<file path="src/rtl/sram_arbiter.sv">
// Two-master OBI arbiter for the SRAM data port: master 0 has priority, master 1 has a starvation guard.
// Optional master-1 bus lock is compiled in with `define SRAM_ARB_LOCK_EN.
module sram_arbiter #(
  parameter int STARVE_LIMIT = 4,
  parameter int CNT_W        = $clog2(STARVE_LIMIT + 1)
) (
  input  logic        clk_i,
  input  logic        rst_i,
  input  logic        m0_req_i,
  input  logic        m0_we_i,
  input  logic [31:0] m0_addr_i,
  input  logic [31:0] m0_wdata_i,
  input  logic [3:0]  m0_be_i,
  output logic        m0_gnt_o,
  output logic        m0_rvalid_o,
  output logic [31:0] m0_rdata_o,
  input  logic        m1_req_i,
  input  logic        m1_we_i,
  input  logic [31:0] m1_addr_i,
  input  logic [31:0] m1_wdata_i,
  input  logic [3:0]  m1_be_i,
  output logic        m1_gnt_o,
  output logic        m1_rvalid_o,
  output logic [31:0] m1_rdata_o,
  input  logic        m1_lock_i,
  output logic        s_req_o,
  output logic        s_we_o,
  output logic [31:0] s_addr_o,
  output logic [31:0] s_wdata_o,
  output logic [3:0]  s_be_o,
  input  logic        s_gnt_i,
  input  logic        s_rvalid_i,
  input  logic [31:0] s_rdata_i,
  output logic        owner_o
);

  localparam logic [CNT_W-1:0] LIMIT = CNT_W'(STARVE_LIMIT);
  localparam logic [CNT_W-1:0] ONE   = CNT_W'(1);

  logic             pend_q;
  logic             rsp_owner_q;
  logic             locked_q;
  logic [CNT_W-1:0] starve_q;
  logic             sel_valid;
  logic             sel_m1;
  logic             accept;

  // Selection: lock, then starvation override, then fixed priority to master 0.
  always_comb begin
    sel_valid = 1'b0;
    sel_m1    = 1'b0;
    if (rst_i) begin
      sel_valid = 1'b0;
      sel_m1    = 1'b0;
    end else if (locked_q) begin
      sel_valid = 1'b1;
      sel_m1    = 1'b1;
    end else if (m1_req_i && (starve_q == LIMIT)) begin
      sel_valid = 1'b1;
      sel_m1    = 1'b1;
    end else if (m0_req_i) begin
      sel_valid = 1'b1;
      sel_m1    = 1'b0;
    end else if (m1_req_i) begin
      sel_valid = 1'b1;
      sel_m1    = 1'b1;
    end else begin
      sel_valid = 1'b0;
      sel_m1    = 1'b0;
    end
  end

  // Slave-side request mux; all-zero when nothing is selected.
  always_comb begin
    s_req_o   = 1'b0;
    s_we_o    = 1'b0;
    s_addr_o  = 32'h0000_0000;
    s_wdata_o = 32'h0000_0000;
    s_be_o    = 4'h0;
    if (sel_valid && sel_m1) begin
      s_req_o   = m1_req_i;
      s_we_o    = m1_we_i;
      s_addr_o  = m1_addr_i;
      s_wdata_o = m1_wdata_i;
      s_be_o    = m1_be_i;
    end else if (sel_valid) begin
      s_req_o   = m0_req_i;
      s_we_o    = m0_we_i;
      s_addr_o  = m0_addr_i;
      s_wdata_o = m0_wdata_i;
      s_be_o    = m0_be_i;
    end else begin
      s_req_o   = 1'b0;
    end
  end

  assign accept      = s_req_o & s_gnt_i;
  assign m0_gnt_o    = accept & ~sel_m1;
  assign m1_gnt_o    = accept & sel_m1;
  assign owner_o     = sel_m1;

  // Only one response is ever outstanding, so a single owner bit routes it.
  assign m0_rvalid_o = ~rst_i & s_rvalid_i & pend_q & ~rsp_owner_q;
  assign m1_rvalid_o = ~rst_i & s_rvalid_i & pend_q & rsp_owner_q;
  assign m0_rdata_o  = m0_rvalid_o ? s_rdata_i : 32'h0000_0000;
  assign m1_rdata_o  = m1_rvalid_o ? s_rdata_i : 32'h0000_0000;

  // Response tracking and master-1 starvation counter.
  always_ff @(posedge clk_i) begin
    if (rst_i) begin
      pend_q      <= 1'b0;
      rsp_owner_q <= 1'b0;
      starve_q    <= {CNT_W{1'b0}};
    end else begin
      pend_q <= accept;
      if (accept) begin
        rsp_owner_q <= sel_m1;
      end else begin
        rsp_owner_q <= rsp_owner_q;
      end
      if (m1_req_i && !m1_gnt_o) begin
        if (starve_q < LIMIT) begin
          starve_q <= starve_q + ONE;
        end else begin
          starve_q <= LIMIT;
        end
      end else begin
        starve_q <= {CNT_W{1'b0}};
      end
    end
  end

`ifdef SRAM_ARB_LOCK_EN
  // Every master-1 grant loads the lock; the last beat of a burst drops it.
  always_ff @(posedge clk_i) begin
    if (rst_i) begin
      locked_q <= 1'b0;
    end else if (m1_gnt_o) begin
      locked_q <= m1_lock_i;
    end else begin
      locked_q <= locked_q;
    end
  end
`else
  logic unused_lock;
  assign unused_lock = m1_lock_i;
  assign locked_q    = 1'b0;
`endif

endmodule
</file>
<file path="config.mk">
export PLATFORM = sky130hd
export DESIGN_NAME = sram_arbiter
export DESIGN_NICKNAME = d
export VERILOG_FILES = /design/src/rtl/sram_arbiter.sv
export SDC_FILE = /design/constraint.sdc
export NUM_CORES = 1
export LEC_CHECK = 0
export ABC_AREA = 1
export BUFFER_PORTS_ARGS = -buffer_cell sky130_fd_sc_hd__buf_4
export CAP_MARGIN = 30
export CORE_AREA = 3 3 122 124
export CTS_BUF_LIST = sky130_fd_sc_hd__clkbuf_8
export DETAILED_ROUTE_END_ITERATION = 12
export DIE_AREA = 0 0 125 127
export SYNTH_ARGS = -nofsm -noshare
export SYNTH_HDL_FRONTEND = slang
export SYNTH_SLANG_ARGS = --single-unit
</file>
<file path="constraint.sdc">
create_clock -name clk_i -period 2.55 [get_ports clk_i]
set_input_delay 0.6375 -clock clk_i [delete_from_list [all_inputs] [get_ports clk_i]]
set_output_delay 0.6375 -clock clk_i [all_outputs]
set_load 0.01 [all_outputs]
</file>
Yosys cells after proc, flatten, opt, wreduce, memory -nomap -nowiden
Index checks and enable logic that the tools add are counted.
{ "op_classes": {"add_sub_neg": 1, "magnitude_cmp": 1, "n_eq_ne": 1, "n_mux": 20, "bitwise_logic": 12, "reduce_logical": 6} }
{ "ops": {"columns": ["operator", "count"], "rows": [
  ["$mux 32", 6],
  ["$mux 1", 11],
  ["$mux 4", 2],
  ["$and 1x1->1", 7],
  ["$not 1->1", 5],
  ["$add 3x1->3 const B", 1],
  ["$eq 3x3->1 const B", 1],
  ["$logic_and 1x1->1", 3],
  ["$lt 3x3->1 const B", 1],
  ["$mux 3", 1],
  ["$reduce_or 3->1", 1],
  ["$reduce_or 2->1", 1],
  ["$logic_not 1->1", 1]
]} }
{ "totals": {"regBits": 5, "in_bits": 177, "wordCells": 45} }

Logic depth before layout (Yosys ltp)
{ "depth": {"ltp_word": 12, "mapped_depth": 9} }

Worst setup path after synthesis
OpenSTA, ideal clock, no wires.
{ "synth_path": {"path_kind": "input to output", "from": "in m1_req_i", "to": "out s_addr_o[10]", "arrival_time_ns": 1.357, "required_ns": 1.913, "setup_slack_ns": 0.555, "path_stages": 7, "cell_sequence": "inv_1 -> nor2_4 -> nand2_2 -> inv_2 -> buf_2 -> nand2_1 -> nand2_1"} }
{ "synth_between": {"elab_chain_cells": 6, "elab_cells_between_ends": 11, "cone_classes": "mux: 9; reduce/logical: 2"} }
{ "synth_lines": {"columns": ["item", "line_no", "text"], "rows": [
  ["start, declared", "17", "input logic m1_req_i,"],
  ["$mux 1", "64", "end else if (m1_req_i) begin"],
  ["$mux 1", "61", "end else if (m0_req_i) begin"],
  ["$mux 1 (*)", "58", "end else if (m1_req_i && (starve_q == LIMIT)) begin"],
  ["$mux 1 (*)", "52", "if (rst_i) begin"],
  ["via owner_o", "34", "output logic owner_o"],
  ["$logic_and 1x1->1 (*)", "80", "if (sel_valid && sel_m1) begin"],
  ["$mux 32 (*)", "80", null],
  ["end, declared", "28", "output logic [31:0] s_addr_o,"]
]} }
Mark *: on every way through the listed nets, which the timed path passes. The rest lies on a longest branch.

Final worst setup path
{ "layout_path": {"from": "in rst_i", "to": "out s_be_o[1]"} }
{ "layout_between": {"elab_chain_cells": 3, "elab_cells_between_ends": 5, "cone_classes": "mux: 4; reduce/logical: 1"} }
{ "layout_lines": {"columns": ["item", "line_no", "text"], "rows": [
  ["start, declared", "8", "input logic rst_i,"],
  ["$mux 1", "52", null],
  ["$mux 4 / $logic_and 1x1->1 (equally long branches)", "86, 80", null],
  ["$mux 4 (*)", "80", null],
  ["end, declared", "30", "output logic [3:0] s_be_o,"]
]} }
Mark *: on every way between the ends. The rest lies on a longest branch, timed or not.

==> results.toml <==
[clock_network]
ctsResizeCount = 0
cts_tree = "yes"
cts-root-buf = "clkbuf_8"
cts.sinks = 5
clock_path_buffers = 2
clkTransAtPathRegs_ns = 0.03
ctsHoldBuffers = 0
clock_latency_ns = 0.22
cts_max_level = 1
cts_buffers = 3
post_cts_buffers = 0

[cells_and_area]
mostFrequentLayoutCell = "buf_4"
mostFrequentLayoutCells = "buf_4 (318), nand2_1 (144), nand3_1 (72), nor2_1 (70), inv_1 (45)"
insertedDiodeCount = 0
area_delta_synth_final_pct = 163
finalNetCount = 854
drive_above_1_share = 0.494
stdcell_area_um2 = 4320
utilization = 0.311
fill_cells = 1557

[sta]
rsz0062_at_grt = "false"
setup_ws_ns = 0.146
hold_viol = 0
max-slew-margin-rel = 0.819
final.period_utilization = 0.943
setup_viol = 0
fin_setup_tns_ns = 0
worstMarginPinSlew_ns = 0.272
fmax_mhz = 416
period_minus_slack_ns = 2.40
finClkSkew_ns = 0.00134
drv_slew = 0

[critical_path]
path_class = "in2out"
crit_fanout = 64
r2r_start = "starve_q[0]$_SDFF_PP0_"
critPathArrivalTime_ns = 1.77
cp_cell_sequence = "buf_4 -> nor2_4 -> nand2_2 -> inv_2 -> buf_12 -> nand2_1 -> nand2_1 -> buf_4"
regToRegSetupSlack_ns = 1.08
crit_path_max_incr_delay_ns = 0.27
cp.required_ns = 1.91
setup.worst_path.start_class = "primary input"
worstSetupStartpoint = "rst_i"
critical_path.slowest_cell = "buf_12"
crit_path_end_kind = "output port"

[drt]
route.met2.wl_um = 5690
final_antenna_net_count = 0
vias = 3351
drc_errors = 0
routed_wl_um = 11200
routedWlPerCell_um = 13.1
wl_met1_um = 4000
maxUsedRoutingLayer = "met4"
dr_wl_met3_um = 1310
viasPerCell = 3.92
drtIter0Drc = 66
drt_first_pass_iters = 4

[grt]
grt_overflow = 0
grt_pass1_wl_um = 16700
grt_start_max_net_pins = 65
grt_use_total = 0.126
antenna_found_initial = 0
grt_pass1_vias = 3282

[synthesis]
synth_nets = 550
syn_inst = 371
synth_top_area_cell = "nand2_1"
ys_types = 16
synth.area.top_cells = "nand2_1 (33%), nand3_1 (22%), nor2_1 (16%)"
synth_seq_cells = 5
yosys_warnings = 0
syn_avg_cell_area_um2 = 4.42
synth_top_area_frac = 0.329
synth_area_um2 = 1640
ys_seq_area_frac = 0.0610

[place]
postPlaceCellArea_um2 = 4280
dp_hpwl_um = 9630
place_ws_ns = 0.133
gp_congestion = 0.756
io_buffer_count = 314

[power_and_ir_drop]
leakagePower_nw = 2.76
ir_worst_vdd_v = 0.000139
power_density_nw_per_um2 = 181
p_total_mw = 0.784

[hold_path]
worstHoldStart = "starve_q[0]$_SDFF_PP0_"
hold_class = "reg2reg"

[floorplanning]
io_pins = 316
dieArea_um2 = 15900
die_w_um = 125
fp.dieH_um = 127
rows = 43
core_um2 = 13900
start_util = 0.118

[flow_run]
cap_viol_max_count = 0

[status]
status = "complete, no violations"
==> critical path, delay by kind of cell <==
kind	cells	cell delay, ns
buffers and inverters	4	0.65
AND/OR/NAND/NOR	4	0.46
==> state kept, by name, indices dropped and copies added, names as in the netlist <==
signal       flops
starve_q         3
pend_q           1
rsp_owner_q      1
==> Yosys cell counts <==
cell and count:
nand2_1 144, nand3_1 72, nor2_1 70, inv_1 44
buf_2 18, clkbuf_1 5, dfxtp_1 5, buf_4 3
ha_1 2, nand4_1 2, a21oi_1 1, buf_6 1
inv_2 1, nand2_2 1, nor2_2 1, nor2_4 1
==> logic make-up after synthesis <==
| logic type | Yosys count | share of synthesized area |
|---|---|---|
| AO/OA/AOI/OAI | 1 | 0.00305 |
| adder cells (fa/ha/maj) | 2 | 0.0152 |
| flip-flops | 5 | 0.0610 |
| AND/OR/NAND/NOR | 291 | 0.731 |
| buffers and inverters | 72 | 0.190 |
==> metal layers <==
layer / GRT usage / up-vias
li1: - / 1726
met1: 0.139 / 1412
met2: 0.238 / 202
met3: 0.0414 / 11
met4: 0.0217 / 0
met5: 0 / -
==> final timing paths <==
check | to | cells past startpoint
worst max-delay path | s_be_o[1] | 8
worst min-delay path | starve_q[0]$_SDFF_PP0_ | 1
worst max register to register | rsp_owner_q$_SDFFE_PP0P_ | 9
worst min register to register | starve_q[0]$_SDFF_PP0_ | 1
==> final cells by class <==
class                   instances  area [um2]  area share
repair buffers                326        2550       0.589
multi-input cells             294        1230       0.286
well taps                     180         225      0.0521
inverters                      45         169      0.0391
flip-flops and latches          5         100      0.0232
clock buffers                   3        41.3     0.00955
clock inverters                 1        3.75    0.000869
==> per-stage QoR <==
stage                     hold WS, ns  instances
after global placement          0.436        850
after detailed placement        0.440        850
after floorplan                 0.417        371
final                           0.456        854
after CTS                       0.464        854
after global routing            0.486        854
==> power by group <==
part           total (mW)  leakage (nW)  switching, mW  internal (mW)
sequential         0.0842        0.0409        0.00201         0.0822
combinational       0.558          2.69          0.235          0.323
clock               0.142        0.0269         0.0385          0.103
(Power assumes the default switching activity.)
